File: src/rtl/eth_cmd_rx.sv
// Receive-side command parser: extracts sensor command words from frames addressed to this board
// and releases them to the SPI configuration block only after the frame's FCS has been verified.
module eth_cmd_rx #(
    parameter logic [47:0] MY_MAC    = 48'h00_23_54_3C_47_1B,
    parameter logic [15:0] ETHERTYPE = 16'h88B5,
    parameter int unsigned FIFO_AW   = 3,
    parameter int unsigned CMD_MAX   = 8
) (
    input  logic        pll_clk_rx,
    input  logic        rst_n,
    input  logic [7:0]  i_rx_data,
    input  logic        i_rx_dv,
    output logic [32:0] o_cmd_data,
    output logic        o_cmd_vld,
    input  logic        i_cmd_rdy,
    output logic        o_frame_ok,
    output logic        o_frame_err
);
    localparam int unsigned      Depth      = 2 ** FIFO_AW;
    localparam logic [FIFO_AW:0] DepthP     = {1'b1, {FIFO_AW{1'b0}}};
    localparam logic [FIFO_AW:0] PtrOne     = {{FIFO_AW{1'b0}}, 1'b1};
    localparam logic [7:0]       CmdMax8    = 8'(CMD_MAX);
    localparam logic [31:0]      CrcResidue = 32'hDEBB20E3;

    typedef enum logic [2:0] {
        StIdle, StPre, StHdr, StCnt, StCmd, StTail, StDrop, StBad
    } state_e;

    state_e           state_q, state_d;
    logic [31:0]      crc_q, crc_d, crc_upd;
    logic [3:0]       hdr_idx_q, hdr_idx_d;
    logic             uc_ok_q, uc_ok_d, bc_ok_q, bc_ok_d;
    logic [6:0]       len_q, len_d;
    logic [7:0]       n_q, n_d, done_q, done_d;
    logic [1:0]       cb_q, cb_d;
    logic             addr_q, addr_d;
    logic [7:0]       hi_q, hi_d;
    logic [FIFO_AW:0] rd_q, rd_d, wr_spec_q, wr_spec_d, wr_cmt_q, wr_cmt_d;
    logic             ok_q, ok_d, err_q, err_d;
    logic             we;
    logic [7:0]       mac_byte;
    logic [16:0]      mem_q [Depth];

    function automatic logic [31:0] crc_byte(input logic [31:0] c, input logic [7:0] b);
        logic [31:0] r;
        r = c ^ {24'h0, b};
        for (int i = 0; i < 8; i++) begin
            r = r[0] ? ((r >> 1) ^ 32'hEDB88320) : (r >> 1);
        end
        return r;
    endfunction

    assign crc_upd = crc_byte(crc_q, i_rx_data);

    always_comb begin
        case (hdr_idx_q)
            4'd0:    mac_byte = MY_MAC[47:40];
            4'd1:    mac_byte = MY_MAC[39:32];
            4'd2:    mac_byte = MY_MAC[31:24];
            4'd3:    mac_byte = MY_MAC[23:16];
            4'd4:    mac_byte = MY_MAC[15:8];
            4'd5:    mac_byte = MY_MAC[7:0];
            default: mac_byte = 8'h00;
        endcase
    end

    always_comb begin
        state_d   = state_q;
        crc_d     = crc_q;
        hdr_idx_d = hdr_idx_q;
        uc_ok_d   = uc_ok_q;
        bc_ok_d   = bc_ok_q;
        len_d     = len_q;
        n_d       = n_q;
        done_d    = done_q;
        cb_d      = cb_q;
        addr_d    = addr_q;
        hi_d      = hi_q;
        rd_d      = rd_q;
        wr_spec_d = wr_spec_q;
        wr_cmt_d  = wr_cmt_q;
        ok_d      = 1'b0;
        err_d     = 1'b0;
        we        = 1'b0;

        if (o_cmd_vld && i_cmd_rdy) rd_d = rd_q + PtrOne;

        // CRC and length cover every byte after the SFD, FCS included.
        if (i_rx_dv && (state_q inside {StHdr, StCnt, StCmd, StTail})) begin
            crc_d = crc_upd;
            if (len_q != 7'h7F) len_d = len_q + 7'd1;
        end

        unique case (state_q)
            StIdle, StPre: begin
                if (!i_rx_dv) begin
                    state_d = StIdle;
                end else if (i_rx_data == 8'hD5) begin
                    state_d   = StHdr;
                    crc_d     = 32'hFFFF_FFFF;
                    len_d     = 7'd0;
                    hdr_idx_d = 4'd0;
                end else if (i_rx_data == 8'h55) begin
                    state_d = StPre;
                end else begin
                    state_d = StDrop;
                end
            end
            StHdr: begin
                if (!i_rx_dv) begin
                    state_d = StIdle;
                end else begin
                    hdr_idx_d = hdr_idx_q + 4'd1;
                    if (hdr_idx_q < 4'd6) begin
                        uc_ok_d = (uc_ok_q || hdr_idx_q == 4'd0) && (i_rx_data == mac_byte);
                        bc_ok_d = (bc_ok_q || hdr_idx_q == 4'd0) && (i_rx_data == 8'hFF);
                        if (hdr_idx_q == 4'd5 && !uc_ok_d && !bc_ok_d) state_d = StDrop;
                    end else if (hdr_idx_q == 4'd12) begin
                        if (i_rx_data != ETHERTYPE[15:8]) state_d = StDrop;
                    end else if (hdr_idx_q == 4'd13) begin
                        state_d = (i_rx_data == ETHERTYPE[7:0]) ? StCnt : StDrop;
                    end
                end
            end
            StCnt: begin
                if (!i_rx_dv) begin
                    state_d   = StIdle;
                    err_d     = 1'b1;
                    wr_spec_d = wr_cmt_q;
                end else begin
                    n_d     = i_rx_data;
                    done_d  = 8'd0;
                    cb_d    = 2'd0;
                    state_d = (i_rx_data == 8'd0 || i_rx_data > CmdMax8) ? StBad : StCmd;
                end
            end
            StCmd: begin
                if (!i_rx_dv) begin
                    state_d   = StIdle;
                    err_d     = 1'b1;
                    wr_spec_d = wr_cmt_q;
                end else begin
                    cb_d = cb_q + 2'd1;
                    unique case (cb_q)
                        2'd0:    addr_d = i_rx_data[0];
                        2'd1:    hi_d   = i_rx_data;
                        default: begin
                            cb_d = 2'd0;
                            // Never overwrite an entry the consumer has not yet taken.
                            if (wr_spec_q - rd_q == DepthP) begin
                                state_d = StBad;
                            end else begin
                                we        = 1'b1;
                                wr_spec_d = wr_spec_q + PtrOne;
                                done_d    = done_q + 8'd1;
                                if (done_d == n_q) state_d = StTail;
                            end
                        end
                    endcase
                end
            end
            StTail: begin
                if (!i_rx_dv) begin
                    state_d = StIdle;
                    if (crc_q == CrcResidue && len_q >= 7'd64) begin
                        wr_cmt_d = wr_spec_q;
                        ok_d     = 1'b1;
                    end else begin
                        wr_spec_d = wr_cmt_q;
                        err_d     = 1'b1;
                    end
                end
            end
            StDrop: begin
                if (!i_rx_dv) state_d = StIdle;
            end
            StBad: begin
                if (!i_rx_dv) begin
                    state_d   = StIdle;
                    err_d     = 1'b1;
                    wr_spec_d = wr_cmt_q;
                end
            end
        endcase
    end

    always_ff @(posedge pll_clk_rx or negedge rst_n) begin
        if (!rst_n) begin
            state_q   <= StIdle;
            crc_q     <= 32'hFFFF_FFFF;
            hdr_idx_q <= 4'd0;
            uc_ok_q   <= 1'b0;
            bc_ok_q   <= 1'b0;
            len_q     <= 7'd0;
            n_q       <= 8'd0;
            done_q    <= 8'd0;
            cb_q      <= 2'd0;
            addr_q    <= 1'b0;
            hi_q      <= 8'd0;
            rd_q      <= '0;
            wr_spec_q <= '0;
            wr_cmt_q  <= '0;
            ok_q      <= 1'b0;
            err_q     <= 1'b0;
        end else begin
            state_q   <= state_d;
            crc_q     <= crc_d;
            hdr_idx_q <= hdr_idx_d;
            uc_ok_q   <= uc_ok_d;
            bc_ok_q   <= bc_ok_d;
            len_q     <= len_d;
            n_q       <= n_d;
            done_q    <= done_d;
            cb_q      <= cb_d;
            addr_q    <= addr_d;
            hi_q      <= hi_d;
            rd_q      <= rd_d;
            wr_spec_q <= wr_spec_d;
            wr_cmt_q  <= wr_cmt_d;
            ok_q      <= ok_d;
            err_q     <= err_d;
        end
    end

    always_ff @(posedge pll_clk_rx) begin
        if (we) mem_q[wr_spec_q[FIFO_AW-1:0]] <= {addr_q, hi_q, i_rx_data};
    end

    assign o_cmd_vld   = (rd_q != wr_cmt_q);
    assign o_cmd_data  = o_cmd_vld ? {16'h0, mem_q[rd_q[FIFO_AW-1:0]]} : 33'h0;
    assign o_frame_ok  = ok_q;
    assign o_frame_err = err_q;

endmodule

File: config.mk
export PLATFORM = sky130hd
export DESIGN_NAME = eth_cmd_rx
export DESIGN_NICKNAME = d
export VERILOG_FILES = /design/src/rtl/eth_cmd_rx.sv
export SDC_FILE = /design/constraint.sdc
export NUM_CORES = 1
export LEC_CHECK = 0
export ABC_AREA = 1
export CAP_MARGIN = 20
export CORE_UTILIZATION = 55
export DETAILED_ROUTE_END_ITERATION = 12
export PLACE_DENSITY = 0.76
export SYNTH_ARGS = -nofsm -noshare
export SYNTH_HDL_FRONTEND = slang
export SYNTH_SLANG_ARGS = --single-unit
File: constraint.sdc
create_clock -name pll_clk_rx -period 4.2 [get_ports pll_clk_rx]
set_input_delay 0.84 -clock pll_clk_rx [delete_from_list [all_inputs] [get_ports pll_clk_rx]]
set_output_delay 0.84 -clock pll_clk_rx [all_outputs]
set_load 0.01 [all_outputs]
==> results of run 1 <==
cell usage after synthesis, types with 10 or more instances:
library cell,instances
dfstp_2,32
o22ai_1,31
a21oi_1,43
dfrtp_1,57
buf_2,10
nor2_1,157
buf_4,17
xnor2_1,20
nand3_1,48
nor3_1,19
inv_1,95
edfxtp_1,136
nand2_1,180
clkbuf_1,26
xor2_1,45
nand4_1,16
o21ai_0,142
a31oi_1,18
ha_1,11
power by group through the flow:
stage                     Combinational, mW  Clock (mW)  Sequential [mW]
final                                  4.14        2.04             3.44
after global routing                   4.65        2.15             3.49
after CTS                              4.12        2.07             3.42
after detailed placement               4.09           0             3.46
after global placement                 3.99           0             3.44
after floorplan                        3.01           0             3.27
per-layer routing:
layer	up-vias	global-route usage [%]	part of all wire, %
li1	4054	-	-
met1	4122	36.5	43
met2	373	44.7	47
met3	58	3.98	7.3
met4	0	8.25	2.8
met5	-	0	0
cell type report:
| class | instances | area (sq um) | area share, % |
|---|---|---|---|
| clock inverter | 17 | 149 | 1.19 |
| clock buffer | 27 | 612 | 4.87 |
| inverter | 104 | 390 | 3.11 |
| tap | 265 | 332 | 2.64 |
| sequential | 225 | 6350 | 50.6 |
| multi-input combinational | 803 | 4280 | 34.1 |
| timing repair buffer | 49 | 443 | 3.53 |
cell families after synthesis:
| family | Yosys count |
|---|---|
| other cells | 1 |
| flops | 225 |
| compound gates | 255 |
| simple gates | 446 |
| fa+ha+maj | 11 |
| buf+inv | 161 |
| xor+xnor | 73 |
| mux | 2 |
worst min path at each step:
stage | slack, ns | to | from
after global routing | 0.51 | done_q[2] | rst_n
after floorplan | 0.45 | n_q[7] | n_q[7]
after global placement | 0.48 | len_q[4] | len_q[4]
final | 0.44 | hdr_idx_q[2] | rst_n
after CTS | 0.47 | done_q[2] | rst_n
after detailed placement | 0.49 | len_q[4] | len_q[4]
stage by stage:
| stage | util, % | power (mW) | hold WS [ns] | std cells |
|---|---|---|---|---|
| CTS | 63.7 | 9.61 | 0.470 | 1490 |
| floorplan | - | 6.28 | 0.455 | 1189 |
| global placement | 59.8 | 7.43 | 0.476 | 1446 |
| global route | 63.7 | 10.3 | 0.505 | 1490 |
| detailed placement | 59.8 | 7.55 | 0.488 | 1446 |
| finish | 63.7 | 9.61 | 0.441 | 1490 |
state kept, by name, indices dropped and copies added (netlist names), 2 cells and up:
| register | count |
|---|---|
| mem_q | 136 |
| wr_cmt_q | 4 |
| state_q | 3 |
| hdr_idx_q | 4 |
| cb_q | 2 |
| rd_q | 4 |
| wr_spec_q | 4 |
| crc_q | 32 |
| done_q | 8 |
| n_q | 8 |
| hi_q | 8 |
| len_q | 7 |
==> results by group, run 1 <==
Status
  – Status: finished clean

Logic synthesis
  – Synth Register Bits: between 200 and 250
  – Post-synthesis instance area: ~11000 sq um
  – Compound-Gate Fraction of Synth Area: between 10% and 20%
  – Post-synth EDFFs: 136
  – Most used flip-flop cell after synthesis: edfxtp_1
  – Top cell type's share of synthesized area: 36.4%
  – Sequential area share after synthesis: a little under three fifths
  – Yosys warning count: 0
  – Post-synthesis mux area share: less than 1%
  – XOR/XNOR Fraction of Synth Area: 6.69%
  – Main combinational cell family by area after synthesis: simple AND/OR/NAND/NOR gates
  – Post-synth ARST share: just under 40%
  – Fraction of the mapped netlist area in simple logic gates: ~17%
  – Synth area leaders: edfxtp_1 (36%), dfrtp_1 (13%), dfstp_2 (7.5%)
  – Cell taking the most area after synthesis: edfxtp_1
  – Mapped Cells: around 1200
  – Syn_area_per_cell: around 9.6 sq um
  – Adder-cell share of the synthesized area: under 10%
  – Post-synthesis cell type count: 46

Power
  – Lkg Pwr: between 4 and 5 nW
  – Pwr Density: between 700 and 800 nW/um^2
  – Clock power share: roughly a fifth
  – Sequential share of power: a little over a third
  – VDD IR-drop max: between 400 and 500 uV
  – Sw Share: just over 40%
  – Switching pwr: just under 4 mW
  – Combinational power share: 43.0%
  – Int Power: roughly 5.7 mW

Floorplan
  – Die area: between 20000 and 25000 sq um
  – Starting Density: between 50% and 60%
  – Die Y: ~140 um
  – I/O Pins: 48
  – Die W: between 100 and 150 um
  – # rows: slightly above 50
  – Core region area: about 20000 sq um

Cells and area
  – Filler cell count: about 1600
  – Commonest non-fill, non-tap cells in the layout: nand2_1 (180), nor2_1 (157), o21ai_0 (142), edfxtp_1 (136), inv_1 (95)
  – Area growth, synth to finish: 11.9%
  – Share of layout cells above drive strength 1: between 9 and 10%
  – Diode count: 0
  – Nets: between 1000 and 1500
  – Final non-filler cell area: about 13000 sq um
  – Most common cell after layout, fill and taps aside: nand2_1

Global routing
  – Antenna violations before repair: 0
  – Number of global-route vias before repair: approximately 8000
  – Total GRT Usage: a little over a quarter
  – Pin count of the biggest net entering global routing: 70
  – Total gr overflow: 0
  – First-pass GRT wire length: about 43 mm

Detailed routing
  – Antenna-violating nets left: 0
  – Router iterations before antenna repair: 5
  – Routed via count: 8607
  – WL/cell: ~18 um
  – Vias per cell: slightly below 6
  – DRC viols: 0
  – Initial DRC count: around 750
  – Final WL: 27.0 mm

Critical path
  – CP max stage cell: clkdlybuf4s50_1
  – FF-to-FF setup slack: ~0.87 ns
  – Worst setup EP type: primary output
  – R2R Path Start: rd_q[1]
  – CP Max Fanout: 26
  – End of the critical path: o_cmd_data[14]
  – Reg2Reg Depth: 12
  – CP most frequent cell: o21ai_0
  – Worst reg2reg path endpoint: mem_q[5][6]
  – Crit path launch: rd_q[0]
  – Worst path arrival time: between 3 and 4 ns
  – CP delay by family, top: buffers and inverters
  – Crit start category: register
  – CP Depth: 7
  – CP required: 3.36 ns
  – WS Path Type: reg -> out
  – Worst path cell trace: inv_1, buf_4, o21ai_0, o22ai_1, o21ai_0, a31oi_1, clkdlybuf4s50_1
  – WP buf/inv: 3
  – Crit-path max cell delay: about 0.57 ns

Clocking
  – CTS tree: built
  – CTS Sinks: 225
  – Clock buffer depth: 3
  – Setup bufs post-CTS: 0
  – Clock transition at path regs: 0.07 ns
  – Root Driver: clkbuf_16
  – H-tree Lvls: 1
  – CTS buffer count: 24
  – CTS Hold Buffers Added: 0
  – # resized after CTS: 0
  – Clock Latency Late Sink: 0.52 ns

Timing
  – Setup Skew: ~0.016 ns
  – Peak Freq: 256 MHz
  – Slew HR: about two fifths
  – TNS Setup: 0 ns
  – RSZ-0062 raised after global routing: no
  – Hold Fails Final Rpt: 0
  – Final WS setup: 0.295 ns
  – Crit path time final: between 3 and 4 ns
  – Pin slew with the least headroom to its limit: around 0.9 ns
  – Final Cycle Share: between 90% and 100%
  – Final Slew Violations: 0
  – Final setup vio count: 0

Placed design
  – IO buf count: 31
  – GP Congestion: 0.897
  – Placed cell area: 11800 sq um
  – Pre-CTS setup slack: 0.768 ns
  – Half-perimeter wire length after placement: between 15 and 20 mm

Min path
  – Min-Delay Path Class: in -> async

Flow run
  – Max-cap violation count: 0
Power figures use the tool's default switching activity.
==> run 2: changes to the inputs <==
--- a/config.mk
+++ b/config.mk
@@ -9,6 +9,7 @@
 export CAP_MARGIN = 20
 export CORE_UTILIZATION = 55
 export DETAILED_ROUTE_END_ITERATION = 12
+export GPL_TIMING_DRIVEN = 0
 export PLACE_DENSITY = 0.76
 export SYNTH_ARGS = -nofsm -noshare
 export SYNTH_HDL_FRONTEND = slang
==> results by group, run 2 (same netlist as run 1, synthesis figures left out) <==
Timing
  – Final Cycle Share: between 90 and 100%
  – Slew HR: between 40% and 50%
  – Peak Freq: around 250 MHz
  – Pin slew with the least headroom to its limit: approximately 0.77 ns
  – Hold Fails Final Rpt: 0
  – Final Slew Violations: 0
  – Hold WS: about 0.31 ns
  – Setup Skew: 0.0127 ns
  – Final setup vio count: 0
  – RSZ-0062 raised after global routing: no
  – TNS Setup: 0 ns
  – Crit path time final: 3.99 ns

Power
  – Pwr Density: about 760 nW/um^2
  – VDD IR-drop max: between 500 and 600 uV
  – Lkg Pwr: between 5 and 6 nW

Critical path
  – CP required: between 3 and 4 ns
  – CP Max Fanout: 10
  – Crit start category: register
  – Worst path arrival time: 3.15 ns
  – Worst setup EP type: primary output
  – WS Path Type: reg -> out

Floorplan
  – Core region area: between 15000 and 20000 sq um
  – Die W: between 100 and 150 um
  – # rows: slightly above 50
  – Die area: around 21000 sq um
  – I/O Pins: 48
  – Die Y: roughly 140 um
  – Starting Density: about 57%

Cells and area
  – Nets: 1286
  – Commonest non-fill, non-tap cells in the layout: nand2_1 (180), nor2_1 (156), o21ai_0 (142), edfxtp_1 (136), inv_1 (95)
  – Area growth, synth to finish: 15.8%
  – Share of layout cells above drive strength 1: between 10% and 20%
  – Non-Filler Instances: about 1500
  – Max reg flops: between 100 and 150
  – Filler cell count: around 1500
  – Most common cell after layout, fill and taps aside: nand2_1
  – Final non-filler cell area: roughly 13000 sq um
  – Diode count: 0

Detailed routing
  – Router iterations before antenna repair: 5
  – Initial DRC count: ~840
  – Final WL: ~28 mm
  – Vias per cell: roughly 5.7
  – Routed via count: 8867
  – WL/cell: around 18 um
  – DRC viols: 0
  – Antenna-violating nets left: 0

Clocking
  – Clock Latency Late Sink: about 0.53 ns
  – Clock transition at path regs: 0.06 ns
  – Root Driver: clkbuf_16
  – CTS buffer count: 23
  – CTS Sinks: approximately 230
  – Clock buffer depth: 3
  – CTS tree: built
  – CTS Hold Buffers Added: 0
  – H-tree Lvls: 1

Min path
  – Min-Delay Path Class: in -> async

Placed design
  – Placed cell area: 12100 sq um
  – IO buf count: 31
  – GP Congestion: 0.931
  – Placed instance count: 1495
  – Half-perimeter wire length after placement: 19.8 mm

Global routing
  – Total gr overflow: 0
  – Total GRT Usage: roughly 28%
  – Number of global-route vias before repair: approximately 8300
  – Pin count of the biggest net entering global routing: 51
  – First-pass GRT wire length: around 44 mm
  – Antenna violations before repair: 0

Status
  – Status: finished clean

Flow run
  – Max-cap violation count: 0
==> run 2: changes by cell type in the layout (fill, tap and decap cells not counted), sizes merged <==
cell	delta
clkbuf	+30
clkinvlp	-1
inv	-1
bufinv	+1
clkinv	-5
buf	+31
==> run 2: area by class of cell <==
type	count	area (sq um)	area share [%]
inverters	104	390	3.00
flip-flops and latches	225	6350	48.9
multi-input cells	803	4320	33.3
clock inverters	11	141	1.09
well taps	265	332	2.55
plain buffers	57	300	2.31
repair buffers	49	520	4.01
clock buffers	31	636	4.89
==> run 2: power breakdown <==
part           total [mW]  switching [mW]  internal (mW)
Clock                2.11           0.862           1.25
Sequential           3.39           0.437           2.95
Combinational        4.39            2.75           1.65
Total                9.89            4.04           5.85
==> run 2: path summary, 6_finish.rpt <==
path,cells past startpoint,startpoint,slack (ns),endpoint
max in group asynchronous,2,rst_n,3.20,crc_q[5]
min in group pll_clk_rx,1,len_q[4],0.50,len_q[4]
setup reg to reg,16,rd_q[1],0.27,mem_q[7][0]
hold reg to reg,1,len_q[4],0.50,len_q[4]
hold / removal,1,rst_n,0.31,hdr_idx_q[3]
setup / recovery,8,rd_q[1],0.21,o_cmd_data[10]
==> run 2: metrics by stage <==
stage          utilization, %  setup WS (ns)  power (mW)
2_1_floorplan               -          0.171        6.28
3_3_place_gp             60.5          -1.84        7.54
3_5_place_dp             61.3         -0.122        7.70
4_1_cts                  65.4         -0.111        9.83
5_1_grt                  65.9         0.0546        10.5
6_report                 65.9          0.208        9.89
==> run 2: worst max-delay path, cell delays in order, from the launching register on <==
cell	delay [ns]
dfrtp_1	0.39
buf_2	0.21
clkinv_1	0.21
clkbuf_1	0.45
o21ai_0	0.19
o22ai_1	0.19
o21ai_0	0.15
a31oi_1	0.26
clkdlybuf4s50_1	0.58
==> run 2: metal layers <==
| layer | routed length [um] | global-route usage, % | share of wire, % |
|---|---|---|---|
| met2 | 13800 | 48.1 | 48 |
| met5 | 0 | 0 | 0 |
| met4 | 879 | 9.03 | 3.1 |
| met3 | 1980 | 3.16 | 7.0 |
| met1 | 11800 | 37.9 | 41 |
==> run 2: timing repair <==
action | CTS | global route
pin swaps | 0 | 5
resized for setup | 2 | 9
setup endpoints to repair | 66 | 121
buffers inserted | 0 | 8
